File: src/rtl/enc_dec_pkg.sv
// Code/one-hot types shared by the 8-to-3 encoder and the 3-to-8 decoder.
package enc_dec_pkg;

  localparam int unsigned IN_W  = 3;
  localparam int unsigned OUT_W = 8;

  typedef logic [IN_W-1:0]  code_t;
  typedef logic [OUT_W-1:0] onehot_t;

  function automatic onehot_t onehot_of(input code_t c);
    onehot_of    = '0;
    onehot_of[c] = 1'b1;
  endfunction

endpackage

File: src/rtl/sync_fifo.sv
// Synchronous FIFO with valid/ready on both sides; in_ready is low while rst is high.
module sync_fifo #(
  parameter int unsigned WIDTH = 3,
  parameter int unsigned DEPTH = 4
) (
  input  logic             clk,
  input  logic             rst,
  input  logic [WIDTH-1:0] in_data,
  input  logic             in_valid,
  output logic             in_ready,
  output logic [WIDTH-1:0] out_data,
  output logic             out_valid,
  input  logic             out_ready
);

  localparam int unsigned AW = $clog2(DEPTH);
  localparam int unsigned CW = AW + 1;
  localparam logic [CW-1:0] FULL_CNT = CW'(DEPTH);

  logic [WIDTH-1:0] mem [DEPTH];
  logic [AW-1:0]    wr_ptr;
  logic [AW-1:0]    rd_ptr;
  logic [CW-1:0]    count;
  logic             push;
  logic             pop;

  assign in_ready  = ~rst & (count != FULL_CNT);
  assign out_valid = (count != '0);
  assign out_data  = mem[rd_ptr];
  assign push      = in_valid & in_ready;
  assign pop       = out_valid & out_ready;

  always_ff @(posedge clk) begin
    if (push) begin
      mem[wr_ptr] <= in_data;
    end
  end

  always_ff @(posedge clk) begin
    if (rst) begin
      wr_ptr <= '0;
      rd_ptr <= '0;
      count  <= '0;
    end else begin
      if (push) wr_ptr <= wr_ptr + 1'b1;
      if (pop)  rd_ptr <= rd_ptr + 1'b1;
      case ({push, pop})
        2'b10:   count <= count + 1'b1;
        2'b01:   count <= count - 1'b1;
        default: count <= count;
      endcase
    end
  end

endmodule

File: src/rtl/decoder3_8_stream.sv
// Streaming 3-to-8 decoder: buffered codes out as one-hot words, plus sticky seen_mask.
// Optional DEC_COUNT_EN adds dec_count, a wrapping count of delivered words.
module decoder3_8_stream
  import enc_dec_pkg::*;
#(
  parameter int unsigned IN_W  = 3,
  parameter int unsigned DEPTH = 4,
  parameter int unsigned CNT_W = 8,
  localparam int unsigned OUT_W = 2**IN_W
) (
  input  logic             clk,
  input  logic             rst,
  input  logic [IN_W-1:0]  code_in,
  input  logic             in_valid,
  output logic             in_ready,
  input  logic             enable,
  output logic [OUT_W-1:0] y_out,
  output logic             out_valid,
  input  logic             out_ready,
  input  logic             mask_clr,
`ifdef DEC_COUNT_EN
  output logic [CNT_W-1:0] dec_count,
`endif
  output logic [OUT_W-1:0] seen_mask
);

  logic            fifo_in_ready;
  logic [IN_W-1:0] head;
  logic [OUT_W-1:0] dec;
  logic            pop;

  sync_fifo #(
    .WIDTH (IN_W),
    .DEPTH (DEPTH)
  ) u_fifo (
    .clk       (clk),
    .rst       (rst),
    .in_data   (code_in),
    .in_valid  (in_valid & enable),
    .in_ready  (fifo_in_ready),
    .out_data  (head),
    .out_valid (out_valid),
    .out_ready (out_ready)
  );

  assign in_ready = enable & fifo_in_ready;
  assign pop      = out_valid & out_ready;

  generate
    if (IN_W == enc_dec_pkg::IN_W) begin : g_pkg_dec
      assign dec = onehot_of(code_t'(head));
    end else begin : g_gen_dec
      assign dec = OUT_W'(1) << head;
    end
  endgenerate

  // Gate on out_valid so a stale or uninitialised head never leaks out.
  assign y_out = out_valid ? dec : '0;

  always_ff @(posedge clk) begin
    if (rst) begin
      seen_mask <= '0;
    end else if (mask_clr) begin
      seen_mask <= pop ? y_out : '0;
    end else if (pop) begin
      seen_mask <= seen_mask | y_out;
    end
  end

`ifdef DEC_COUNT_EN
  always_ff @(posedge clk) begin
    if (rst) begin
      dec_count <= '0;
    end else if (pop) begin
      dec_count <= dec_count + 1'b1;
    end
  end
`endif

endmodule

File: config.mk
export PLATFORM = sky130hd
export DESIGN_NAME = decoder3_8_stream
export DESIGN_NICKNAME = d
export VERILOG_FILES = /design/src/rtl/enc_dec_pkg.sv /design/src/rtl/sync_fifo.sv /design/src/rtl/decoder3_8_stream.sv
export SDC_FILE = /design/constraint.sdc
export NUM_CORES = 1
export LEC_CHECK = 0
export ABC_AREA = 1
export CELL_PAD_IN_SITES_DETAIL_PLACEMENT = 0
export CELL_PAD_IN_SITES_GLOBAL_PLACEMENT = 2
export CORE_MARGIN = 2
export CORE_UTILIZATION = 25
export DETAILED_ROUTE_END_ITERATION = 8
export GPL_TIMING_DRIVEN = 0
export PLACE_DENSITY_LB_ADDON = 0.05
export SETUP_SLACK_MARGIN = 0.15
export SLEW_MARGIN = 10
export SYNTH_ARGS = -nofsm -noshare
export SYNTH_HDL_FRONTEND = slang
export SYNTH_SLANG_ARGS = --single-unit
File: constraint.sdc
create_clock -name clk -period 2.32 [get_ports clk]
set_clock_uncertainty 0.05 [all_clocks]
set_input_delay 0.232 -clock clk [delete_from_list [all_inputs] [get_ports clk]]
set_output_delay 0.232 -clock clk [all_outputs]
set_load 0.005 [all_outputs]
After elaboration in Yosys (flattened, before gate mapping)
Memory sizes are Yosys's and may differ from the RTL's. A register that Yosys moved wholly into a read port is not among the register bits. Index checks and enable logic that the tools add are counted. W data, S select, Z words.

Register bits after elaboration: 15. Latch bits: 0. RAM bits: 12. Memory bits (read-only): 0. Output and inout bits: 18. Memories: 1.

Memory list: u_fifo.mem (words 4, width 3, rd ports 1, clocked after memory_dff 1, write ports 1, line sync_fifo.sv:20) `logic [WIDTH-1:0] mem [DEPTH];`.

Add/subtract/negate cells: 4. Multiply operators: 0. Div/mod/pow operators: 0. Order comparisons: 2. Equality and inequality tests: 3. Shift operators: 0. Muxes and demuxes: 11. Bitwise gates (word level): 7. Reduce and logical (&&, ||, !) cells: 4.

Operators by type and width (number): $mux W8 (4); $or A8 B8 Y8 (1); $pmux W3 S2 (1); $and A1 B1 Y1 (5); $add A2 B1 Y2 const B (2); $lt A3 B4 Y1 const B (1); $mux W2 (2); $reduce_bool A2 Y1 (2); $add A3 B1 Y3 const B (1); $demux W1 S3 (1); $ge A3 B1 Y1 const B (1); $mux W1 (3); $ne A3 B3 Y1 const B (1); $reduce_bool A3 Y1 (1); $sub A3 B1 Y3 const B (1); $eq A2 B1 Y1 const B (1); $eq A2 B2 Y1 const B (1); $logic_and A1 B1 Y1 (1); $not A1 Y1 (1).

Depth between registers and ports, before layout
Gate-level depths: netlist of the first run.

Depth in word-level cells: 8. Gate-level depth with buffers: 11. Mapped depth without buffers: 10.

By module
Synthesis of the first run repeated with hierarchy kept, for this count alone.

Cells, all modules: 161. Area total of the unflattened synthesis: 1340.0 um^2.

By module, submodules not included: sync_fifo (instances 1, cells each 99, area each 955.9 um^2, seq. area each 540.5 um^2); decoder3_8_stream (instances 1, cells each 62, area each 384.1 um^2, seq. area each 160.2 um^2).

Worst setup path after synthesis of the first run
Ideal clock, no wire load.

Path type: reg2reg. From: register u_fifo.count[0]. To: register u_fifo.count[2]. Setup time: 70 ps. Arrival: 1868 ps. Slack: 332 ps. Stages on the path, launching flop included: 12. Path buffers: 1. Path through: dfxtp_1 > inv_1 > nand3b_4 > inv_4 > nor2_8 > buf_6 > ha_1 > fa_1 > a21oi_1 > o21a_1 > o21ai_0 > a21oi_1.

Elaborated cells between the ends (all ways): 11. Those cells by class: 2 x add/sub; 3 x eq/ne; 1 x mux; 3 x bitwise; 2 x reduce/logical.

RTL lines: from (decl) (line sync_fifo.sv:23) `logic [CW-1:0] count;`; from (signal assigned) (line sync_fifo.sv:48) `2'b10: count <= count + 1'b1;`; from (signal assigned) (line sync_fifo.sv:49) `2'b01: count <= count - 1'b1;`; from (signal assigned) (line sync_fifo.sv:50) `default: count <= count;`; $reduce_bool A3 Y1 (*) (line sync_fifo.sv:28) `assign out_valid = (count != '0);`; named net out_valid (line decoder3_8_stream.sv:18) `output logic out_valid,`; $and A1 B1 Y1 (*) (line sync_fifo.sv:31) `assign pop = out_valid & out_ready;`; $eq A2 B1 Y1 / $eq A2 B2 Y1 (equally long branches) (line sync_fifo.sv:47) `case ({push, pop})`; $pmux W3 S2 / $reduce_bool A2 Y1 (equally long branches).

Mark *: on every way through the listed nets, which the timed path passes. The rest lies on a longest branch. A chain may end at the register's enable or synchronous reset.

Worst setup path after layout of the first run
From: register u_fifo.count[0]. To: register u_fifo.count[2].

Word-level cells in the longest chain between the ends: 5. Elaborated cells between the ends (all ways): 11. Those cells by class: 2 x add/sub; 3 x eq/ne; 1 x mux; 3 x bitwise; 2 x reduce/logical.

RTL lines: $ne A3 B3 Y1 (line sync_fifo.sv:27) `assign in_ready = ~rst & (count != FULL_CNT);`; $and A1 B1 Y1 (line sync_fifo.sv:27); $and A1 B1 Y1 (line sync_fifo.sv:30) `assign push = in_valid & in_ready;`; $eq A2 B1 Y1 / $eq A2 B2 Y1 (equally long branches) (line sync_fifo.sv:47); $pmux W3 S2 / $reduce_bool A2 Y1 (equally long branches).

Several ways; a longest one is shown, not always the timed one.

==> run_results.csv, run 1 <==
group,metric,value,unit
outcome,outcome,"finished, final reports clean",
layout,mostFrequentLayoutCell,"nand2_1",
die,fp.coreArea,0.00557,mm2
placement,io_buffers,25,
grt,pin_count_of_the_biggest_net_entering_global_routing,11,
sta,finalCritPeriodShare,88.2,%
clock_network,ctsLongestPathBuffers,2,
synthesis,postSynthAreaPerCell,8.83,um2
clock_network,hold_bufs_at_cts,0,
synthesis,synthesis.nets,180,
worst_setup_path,worst_ep_arrival,2.21,ns
layout,fin_nets,218,
worst_setup_path,timing.critical_path.from,"u_fifo.count[0]",
layout,layout_overhead_on_the_synthesized_area,38.0,%
die,io_pins,27,
layout,layout-drive-gt1-share,22.5,%
die,dieArea,0.00645,mm2
min_path,hold_path.startpoint,"rst",
worst_setup_path,worst-r2r-setup-slack,0.27,ns
worst_setup_path,critical_path_required,2.48,ns
drt,detail_route.iter0.violations,49,
synthesis,synthArstFlopShare,0,%
placement,finalWeightedCongestion,0.690,
sta,final.setup.tns,0,ns
placement,place.detailed.hpwl,2.45,mm
clock_network,cts-root-buf,"clkbuf_8",
sta,final-max-slew-violation-count,0,
clock_network,cts_htree_levels,2,
synthesis,synth-main-ff-cell,"dfxtp_1",
sta,final_count_of_negative_setup_slack_endpoints,0,
drt,wire_per_inst,11.2,um
die,floorplan.initialDensity,26.1,%
die,floorplan.rows,27,
drt,ant_nets,0,
grt,grt_pass1_vias,1054,
grt,grt_pass1_wl,4.95,mm
worst_setup_path,worst_setup_path_end_kind,"register",
clock_network,tritoncts_num_sinks,29,
power_and_ir_drop,static-leakage-power,0.911,nW
sta,period_minus_slack,2.05,ns
drt,drt-pass1-iter-count,4,
clock_network,cts-buffers-inserted,5,
min_path,hold_path.class,"primary input to register",
worst_setup_path,slowest_stage,"fa_2",
layout,antenna-diode-count,0,
worst_setup_path,critical_path.cell_chain,"inv_2, nand3b_4, inv_4, nor2_8, buf_6, ha_1, fa_2, a21oi_2, o21a_1, o21ai_0, a21oi_1",
sta,max-slew-margin-rel,76.3,%
power_and_ir_drop,worst_ir_drop_vdd,429,uV
synthesis,syn-cell-area,0.00146,mm2
worst_setup_path,worst_path_largest_cell_delay,0.37,ns
drt,drt_drc_violations_left,0,
grt,grt_antenna_before_repair,0,
sta,grt_setup_unrepaired,"true",
clock_network,tritoncts,"built",
worst_setup_path,start_kind,"register",
clock_network,clock_insertion_delay_worst_skew,0.28,ns
sta,timing.final.hold_violations,0,
clock_network,clk_transition_reported_paths,0.06,ns
flow_run,cap_viol_max_count,0,
synthesis,synth_edf_count,12,
power_and_ir_drop,design_power_total,2.05,mW
layout,most-common-layout-cells,"nand2_1 (36), inv_1 (18), clkdlybuf4s50_1 (18)",
worst_setup_path,critPathKind,"register to register",
worst_setup_path,critical_path_peak_fanout,10,
synthesis,synth.distinct_cells,25,
drt,post_drt_via_cell_ratio,4.17,
synthesis,syn_inst,165,
grt,grt.total_usage,10.2,%
grt,globalRoute.totalOverflow,0,
synthesis,ys_warn_count,0,
worst_setup_path,ff_to_ff_start,"u_fifo.count[0]",
sta,timing.fmax,489,MHz
synthesis,ys_seq_elements,29,
sta,whs,0.106,ns
power_and_ir_drop,power_density,1020,mW/mm2
die,dieWidth,80.3,um
placement,numPlacedInstances,262,
die,chipHeight,80.3,um
drt,wirelength,3.09,mm
drt,vias,1152,
sta,tightestPinTransition,0.354,ns
layout,post_layout_nonfiller_instances,276,
synthesis,yosysSeqAreaShare,48.1,%
state kept, by name (all words and copies together), names as in the netlist, named ones only:
signal	count
u_fifo.mem	12
u_fifo.rd_ptr	2
u_fifo.count	3
seen_mask	8
u_fifo.wr_ptr	2
cell families after synthesis:
| logic type | Yosys count | synth area share, % |
|---|---|---|
| AOI/OAI and AO/OA | 24 | 9.79 |
| xor gates and xnor gates | 1 | 0.601 |
| adders and majority gates | 6 | 5.67 |
| buffers and inverters | 28 | 9.28 |
| DFF | 29 | 48.1 |
| and+or+nand+nor | 77 | 26.5 |
synth_stat cells (all sizes together) (3+ instances only):
library cell  instances  share of area (%)
nand3                16                6.5
o21ai                 6                2.1
nand2                42                 12
inv                  25                7.0
nor2                 18                6.6
a21oi                16                5.8
buf                   3                2.3
dfxtp                17                 23
edfxtp               12                 25
ha                    5                4.3
through the flow:
stage / instance area [um2] / utilization [%] / worst slack [ns]
4_1_cts: 1950 / 35.0 / 0.130
6_report: 2010 / 36.0 / 0.274
3_5_place_dp: 1800 / 32.2 / 0.00656
2_1_floorplan: 1460 / - / 0.332
3_3_place_gp: 1800 / 32.2 / 0.0372
5_1_grt: 2010 / 36.0 / 0.127
report_power, final:
part / leakage (nW) / switching, mW / total, mW / internal (mW)
Clock: 0.0574 / 0.191 / 0.539 / 0.349
Sequential: 0.247 / 0.0504 / 0.636 / 0.585
Combinational: 0.606 / 0.490 / 0.875 / 0.385
layout make-up:
cell class / instances / area (um2)
multi-input cells: 108 / 654
flip-flops and latches: 29 / 703
fillers: 587 / 3560
plain buffers: 3 / 33.8
clock buffers: 6 / 82.6
repair buffers: 31 / 307
inverters: 25 / 101
well taps: 72 / 90.1
clock inverters: 2 / 37.5
routing by layer:
metal  global-route usage [%]  up-vias  wire [um]
met2                     15.8       22       1400
li1                         -      606          -
met5                        0        -          0
met3                     3.03        5        123
met1                     13.4      519       1530
met4                     4.07        0         40
path summary, 6_finish.rpt:
check	end	depth (start not counted)
min	seen_mask[1]	2
min reg2reg	register	2
max reg2reg	u_fifo.count[2]	11
max	u_fifo.count[2]	11
worst max-delay path: cells and delay by family (launching register included):
family | cells | cell delay, ns
simple gates | 2 | 0.15
flops | 1 | 0.35
fa+ha+maj | 2 | 0.60
buf+inv | 3 | 0.35
compound gates | 4 | 0.46
timing repair:
item	in CTS	in global routing
cloned	0	1
pin swaps	2	4
setup endpoints to repair	7	8
setup buffers	2	3
resized for setup	7	14
Note: power is estimated with default switching activity, not from simulation.
==> run 2, diff against run 1 <==
- RECOVER_POWER: default -> 25
- SKIP_CTS_REPAIR_TIMING: default -> 1
- clock period: 2.32 -> 1.9 ns (I/O delays scaled with it)
==> run 2 against run 1 <==
Clock power grew 13%. Routed wire length grew 7.8%. Sequential share of layout area shrank 2.6 points. Combinational power grew 66%. Die area is the same. Cell count grew 4.3%. Total power grew 39%.
==> run_results.csv, run 2 (synthesis results as in run 1) <==
group,metric,value,unit
die,io_pins,27,
clock_network,clk_transition_reported_paths,0.06,ns
outcome,outcome,"finished, final reports clean",
grt,grt_pass1_vias,1149,
power_and_ir_drop,power_density,1300,mW/mm2
sta,finalCritPeriodShare,99.8,%
worst_setup_path,critPathKind,"register to register",
grt,grt.total_usage,10.6,%
layout,layout-drive-gt1-share,43.5,%
die,floorplan.initialDensity,26.1,%
drt,post_drt_via_cell_ratio,4.29,
min_path,holdPathStages,2,
worst_setup_path,critical_path_required,2.05,ns
flow_run,cap_viol_max_count,0,
drt,drt_drc_violations_left,0,
sta,final.setup.tns,0,ns
drt,wirelength,3.33,mm
sta,final_count_of_negative_setup_slack_endpoints,0,
die,dieArea,0.00645,mm2
layout,flip_flop_count_of_the_largest_register_after_layout,12,
worst_setup_path,critical_path_peak_fanout,3,
power_and_ir_drop,worst_ir_drop_vdd,555,uV
sta,period_minus_slack,1.90,ns
layout,mostFrequentLayoutCell,"nand2_1",
layout,antenna-diode-count,0,
layout,reg.largest.list,"u_fifo.mem (12), seen_mask (8), u_fifo.count (3)",
grt,pin_count_of_the_biggest_net_entering_global_routing,11,
worst_setup_path,worst_ep_arrival,2.05,ns
power_and_ir_drop,design_power_total,2.85,mW
clock_network,cts_htree_levels,2,
sta,max-slew-margin-rel,74.8,%
placement,worst_setup_slack_before_clock_tree_synthesis,-0.250,ns
clock_network,tritoncts_num_sinks,29,
worst_setup_path,start_kind,"register",
drt,detail_route.iter0.violations,51,
drt,vias,1236,
power_and_ir_drop,static-leakage-power,0.899,nW
die,chipHeight,80.3,um
placement,finalWeightedCongestion,0.681,
min_path,hold_path.class,"primary input to register",
grt,grt_pass1_wl,5.27,mm
die,dieWidth,80.3,um
layout,fin_nets,230,
sta,final-max-slew-violation-count,0,
placement,io_buffers,25,
sta,timing.final.hold_violations,0,
sta,timing.fmax,527,MHz
placement,place.detailed.hpwl,2.47,mm
clock_network,ctsLongestPathBuffers,2,
clock_network,cts-buffers-inserted,5,
placement,standard_cell_area_after_detailed_placement,0.00182,mm2
sta,tightestPinTransition,0.377,ns
layout,finish.instance_area,0.00219,mm2
clock_network,cts-root-buf,"clkbuf_8",
layout,layout_overhead_on_the_synthesized_area,50.5,%
layout,most-common-layout-cells,"nand2_1 (21), buf_4 (17), inv_1 (15)",
drt,drt-pass1-iter-count,4,
drt,wire_per_inst,11.6,um
drt,ant_nets,0,
die,fp.coreArea,0.00557,mm2
sta,grt_setup_unrepaired,"true",
layout,num-fill-cells,587,
sta,finalWorstSetupSlack,0.00385,ns
layout,largest_register,"u_fifo.mem",
worst_setup_path,timing.reg2reg.worst_path_depth,11,
clock_network,clock_insertion_delay_worst_skew,0.27,ns
grt,globalRoute.totalOverflow,0,
sta,whs,0.0731,ns
die,floorplan.rows,27,
clock_network,tritoncts,"built",
worst_setup_path,worst_setup_path_end_kind,"register",
grt,grt_antenna_before_repair,0,
## run 2: cell count changes in the layout (fill, tap and decap cells not counted), moves of 4 or more
cell	delta
clkdlybuf4s50_1	-4
dlymetal6s2s_1	-6
nor2_1	-4
buf_4	+12
buf_2	+6
nand2_1	-15
nand2_2	+9
nand2_4	+6
## run 2: metal layers
metal  track usage (%)  up-vias  wire [um]
met5                 0        -          0
met4              3.56        0         33
met3              3.26        4        132
met2              17.0       23       1630
met1              13.5      580       1540
li1                  -      629          -
## run 2: path summary, 6_finish.rpt
check | start | to | slack (ns)
max | u_fifo.count[0] | u_fifo.count[2] | 0.004
min | rst | seen_mask[1] | 0.07
max reg2reg | u_fifo.count[0] | u_fifo.count[2] | 0.004
min reg2reg | seen_mask[2] | seen_mask[2] | 0.41
## run 2: layout make-up
cell class / instances / area [um2] / share of cell area (%)
Clock inverter: 2 / 33.8 / 1.54
Timing Repair Buffer: 43 / 349 / 15.9
Multi-Input combinational cell: 108 / 783 / 35.7
Clock buffer: 6 / 72.6 / 3.31
Inverter: 25 / 116 / 5.31
Sequential cell: 29 / 709 / 32.4
Buffer: 3 / 37.5 / 1.71
Tap cell: 72 / 90.1 / 4.11
## run 2: stage by stage
stage	util (%)	cells
after floorplan	-	165
after global placement	32.6	262
after detailed placement	32.6	262
after CTS	34.5	270
after global routing	39.3	288
final	39.3	288
## run 2: power breakdown
group	leakage (nW)	internal [mW]	switching, mW
logic	0.597	0.685	0.760
clock network	0.0528	0.386	0.224
registers	0.249	0.726	0.0704
## run 2: critical path: stages (launching register included)
cell and delay (ns):
dfxtp_4 0.36, inv_4 0.07, nand3b_4 0.10, clkinv_4 0.08, nor2_8 0.03, buf_6 0.12, ha_4 0.16, fa_2 0.39
a21oi_2 0.14, o21a_1 0.14, o21ai_1 0.06, a21oi_1 0.11
==> run 3, diff against run 2 <==
- CORE_ASPECT_RATIO: default -> 0.7
- TNS_END_PERCENT: default -> 10
==> run 3 against run 2 <==
The flow now finishes with violations (setup timing). Worst hold slack worse by 0.0081 ns. First-iteration DRC count is 9.8% lower. Sequential power hardly changed. Critical path depth is 1 lower. Highest routed layer unchanged.
==> run_results.csv, run 3 (synthesis results as in run 1) <==
group,metric,value,unit
layout,num-fill-cells,604,
worst_setup_path,start_kind,"register",
power_and_ir_drop,design_power_total,2.50,mW
clock_network,tritoncts_num_sinks,29,
sta,timing.fmax,523,MHz
layout,most-common-layout-cells,"nand2_1 (37), inv_1 (18), a21oi_1 (14), clkdlybuf4s50_1 (14), nand3_1 (13)",
sta,tightestPinTransition,0.354,ns
layout,flip_flop_count_of_the_largest_register_after_layout,12,
flow_run,cap_viol_max_count,0,
placement,standard_cell_area_after_detailed_placement,0.00181,mm2
worst_setup_path,critPathKind,"register to register",
sta,grt_setup_unrepaired,"true",
worst_setup_path,timing.reg2reg.worst_path_depth,10,
clock_network,cts-buffers-inserted,5,
layout,antenna-diode-count,0,
die,floorplan.rows,23,
sta,max-slew-margin-rel,76.3,%
die,chipHeight,67.9,um
min_path,hold_path.startpoint,"rst",
clock_network,tritoncts,"built",
worst_setup_path,ff_to_ff_start,"u_fifo.count[2]",
die,fp.coreArea,0.00567,mm2
die,floorplan.initialDensity,25.7,%
sta,finalWorstSetupSlack,-0.0109,ns
layout,layout-drive-gt1-share,28.1,%
worst_setup_path,worstReg2RegEnd,"u_fifo.count[2]",
layout,reg.largest.list,"u_fifo.mem (12), seen_mask (8), u_fifo.count (3)",
grt,grt_pass1_vias,1103,
min_path,worst_hold_path.endpoint,"seen_mask[1]",
power_and_ir_drop,power_density,1240,mW/mm2
worst_setup_path,worst_setup_path_end_kind,"register",
clock_network,clk_transition_reported_paths,0.07,ns
min_path,holdPathStages,2,
min_path,hold_path.class,"primary input to register",
worst_setup_path,worst_ep_arrival,2.06,ns
placement,place.detailed.hpwl,2.55,mm
drt,ant_nets,0,
layout,layout.core_utilization,35.5,%
layout,finish.instance_area,0.00201,mm2
sta,final_count_of_negative_setup_slack_endpoints,1,
worst_setup_path,worst-r2r-setup-slack,-0.01,ns
drt,vias,1196,
drt,post_drt_via_cell_ratio,4.20,
drt,wirelength,3.33,mm
clock_network,clock_insertion_delay_worst_skew,0.27,ns
placement,finalWeightedCongestion,0.741,
grt,grt.total_usage,10.8,%
clock_network,cts-root-buf,"clkbuf_8",
power_and_ir_drop,static-leakage-power,0.859,nW
grt,grt_pass1_wl,5.22,mm
worst_setup_path,critical_path_peak_fanout,4,
worst_setup_path,critical_path_required,2.05,ns
drt,wire_per_inst,11.7,um
sta,final-max-slew-violation-count,0,
drt,detail_route.iter0.violations,46,
drt,drt_drc_violations_left,0,
die,io_pins,27,
drt,drt-pass1-iter-count,4,
sta,timing.final.hold_violations,0,
outcome,violated_checks,"setup timing",
die,dieWidth,95.2,um
clock_network,cts_htree_levels,2,
die,dieArea,0.00646,mm2
sta,finalCritPeriodShare,101,%
layout,largest_register,"u_fifo.mem",
placement,io_buffers,25,
clock_network,ctsLongestPathBuffers,2,
grt,grt_antenna_before_repair,0,
power_and_ir_drop,worst_ir_drop_vdd,527,uV
grt,pin_count_of_the_biggest_net_entering_global_routing,11,
layout,fin_nets,224,
layout,mostFrequentLayoutCell,"nand2_1",
grt,globalRoute.totalOverflow,0,
sta,period_minus_slack,1.91,ns
sta,whs,0.0650,ns
outcome,outcome,"finished, violations left",
layout,layout_overhead_on_the_synthesized_area,38.1,%
## run 3: changes by cell type in the layout (fill, tap and decap cells not counted), moves of 4 or more
cell and delta:
buf_2 -5, buf_4 -6, clkbuf_2 +4, nand2_1 +16, nand2_2 -10, nand2_4 -6
## run 3: worst max path at each step
stage	startpoint	to	slack, ns	cells after the start
finish	u_fifo.count[2]	u_fifo.count[2]	-0.01	10
detailed placement	enable	u_fifo.count[2]	-0.29	10
global placement	enable	u_fifo.count[2]	-0.23	10
floorplan	u_fifo.count[0]	u_fifo.count[2]	0.07	11
global route	u_fifo.count[2]	u_fifo.count[2]	-0.13	10
CTS	register	y_out[0]	-0.34	7
## run 3: critical path: stages, from the launching register on
cell      delay (ns)
dfxtp_4         0.36
nand3b_4        0.18
clkinv_4        0.08
nor2_8          0.04
buf_8           0.12
ha_4            0.16
fa_2            0.39
a21oi_2         0.14
o21a_1          0.14
o21ai_1         0.06
a21oi_1         0.10
## run 3: area by class of cell
class	instances	area, um2	area share [%]
sequential	29	712	35.4
clock inverter	1	3.75	0.187
inverter	25	109	5.41
timing repair buffer	37	313	15.5
tap	75	93.8	4.66
buffer	3	37.5	1.87
multi-input combinational	108	667	33.1
clock buffer	7	76.3	3.79
## run 3: report_power, final
group,internal [mW],switching (mW)
registers,0.727,0.0677
logic,0.576,0.656
clock network,0.254,0.222
## run 3: metal layers
metal	GRT usage [%]	share of wire, %
met2	17.7	44
met5	0	0
met4	3.26	0.93
met1	13.9	50
met3	3.30	4.3
## run 3: per-stage QoR
stage | cells | TNS (ns) | worst slack [ns]
5_1_grt | 285 | -0.142 | -0.129
4_1_cts | 273 | -2.75 | -0.344
2_1_floorplan | 165 | 0 | 0.0718
3_3_place_gp | 265 | -0.438 | -0.235
6_report | 285 | -0.0109 | -0.0109
3_5_place_dp | 265 | -0.738 | -0.290
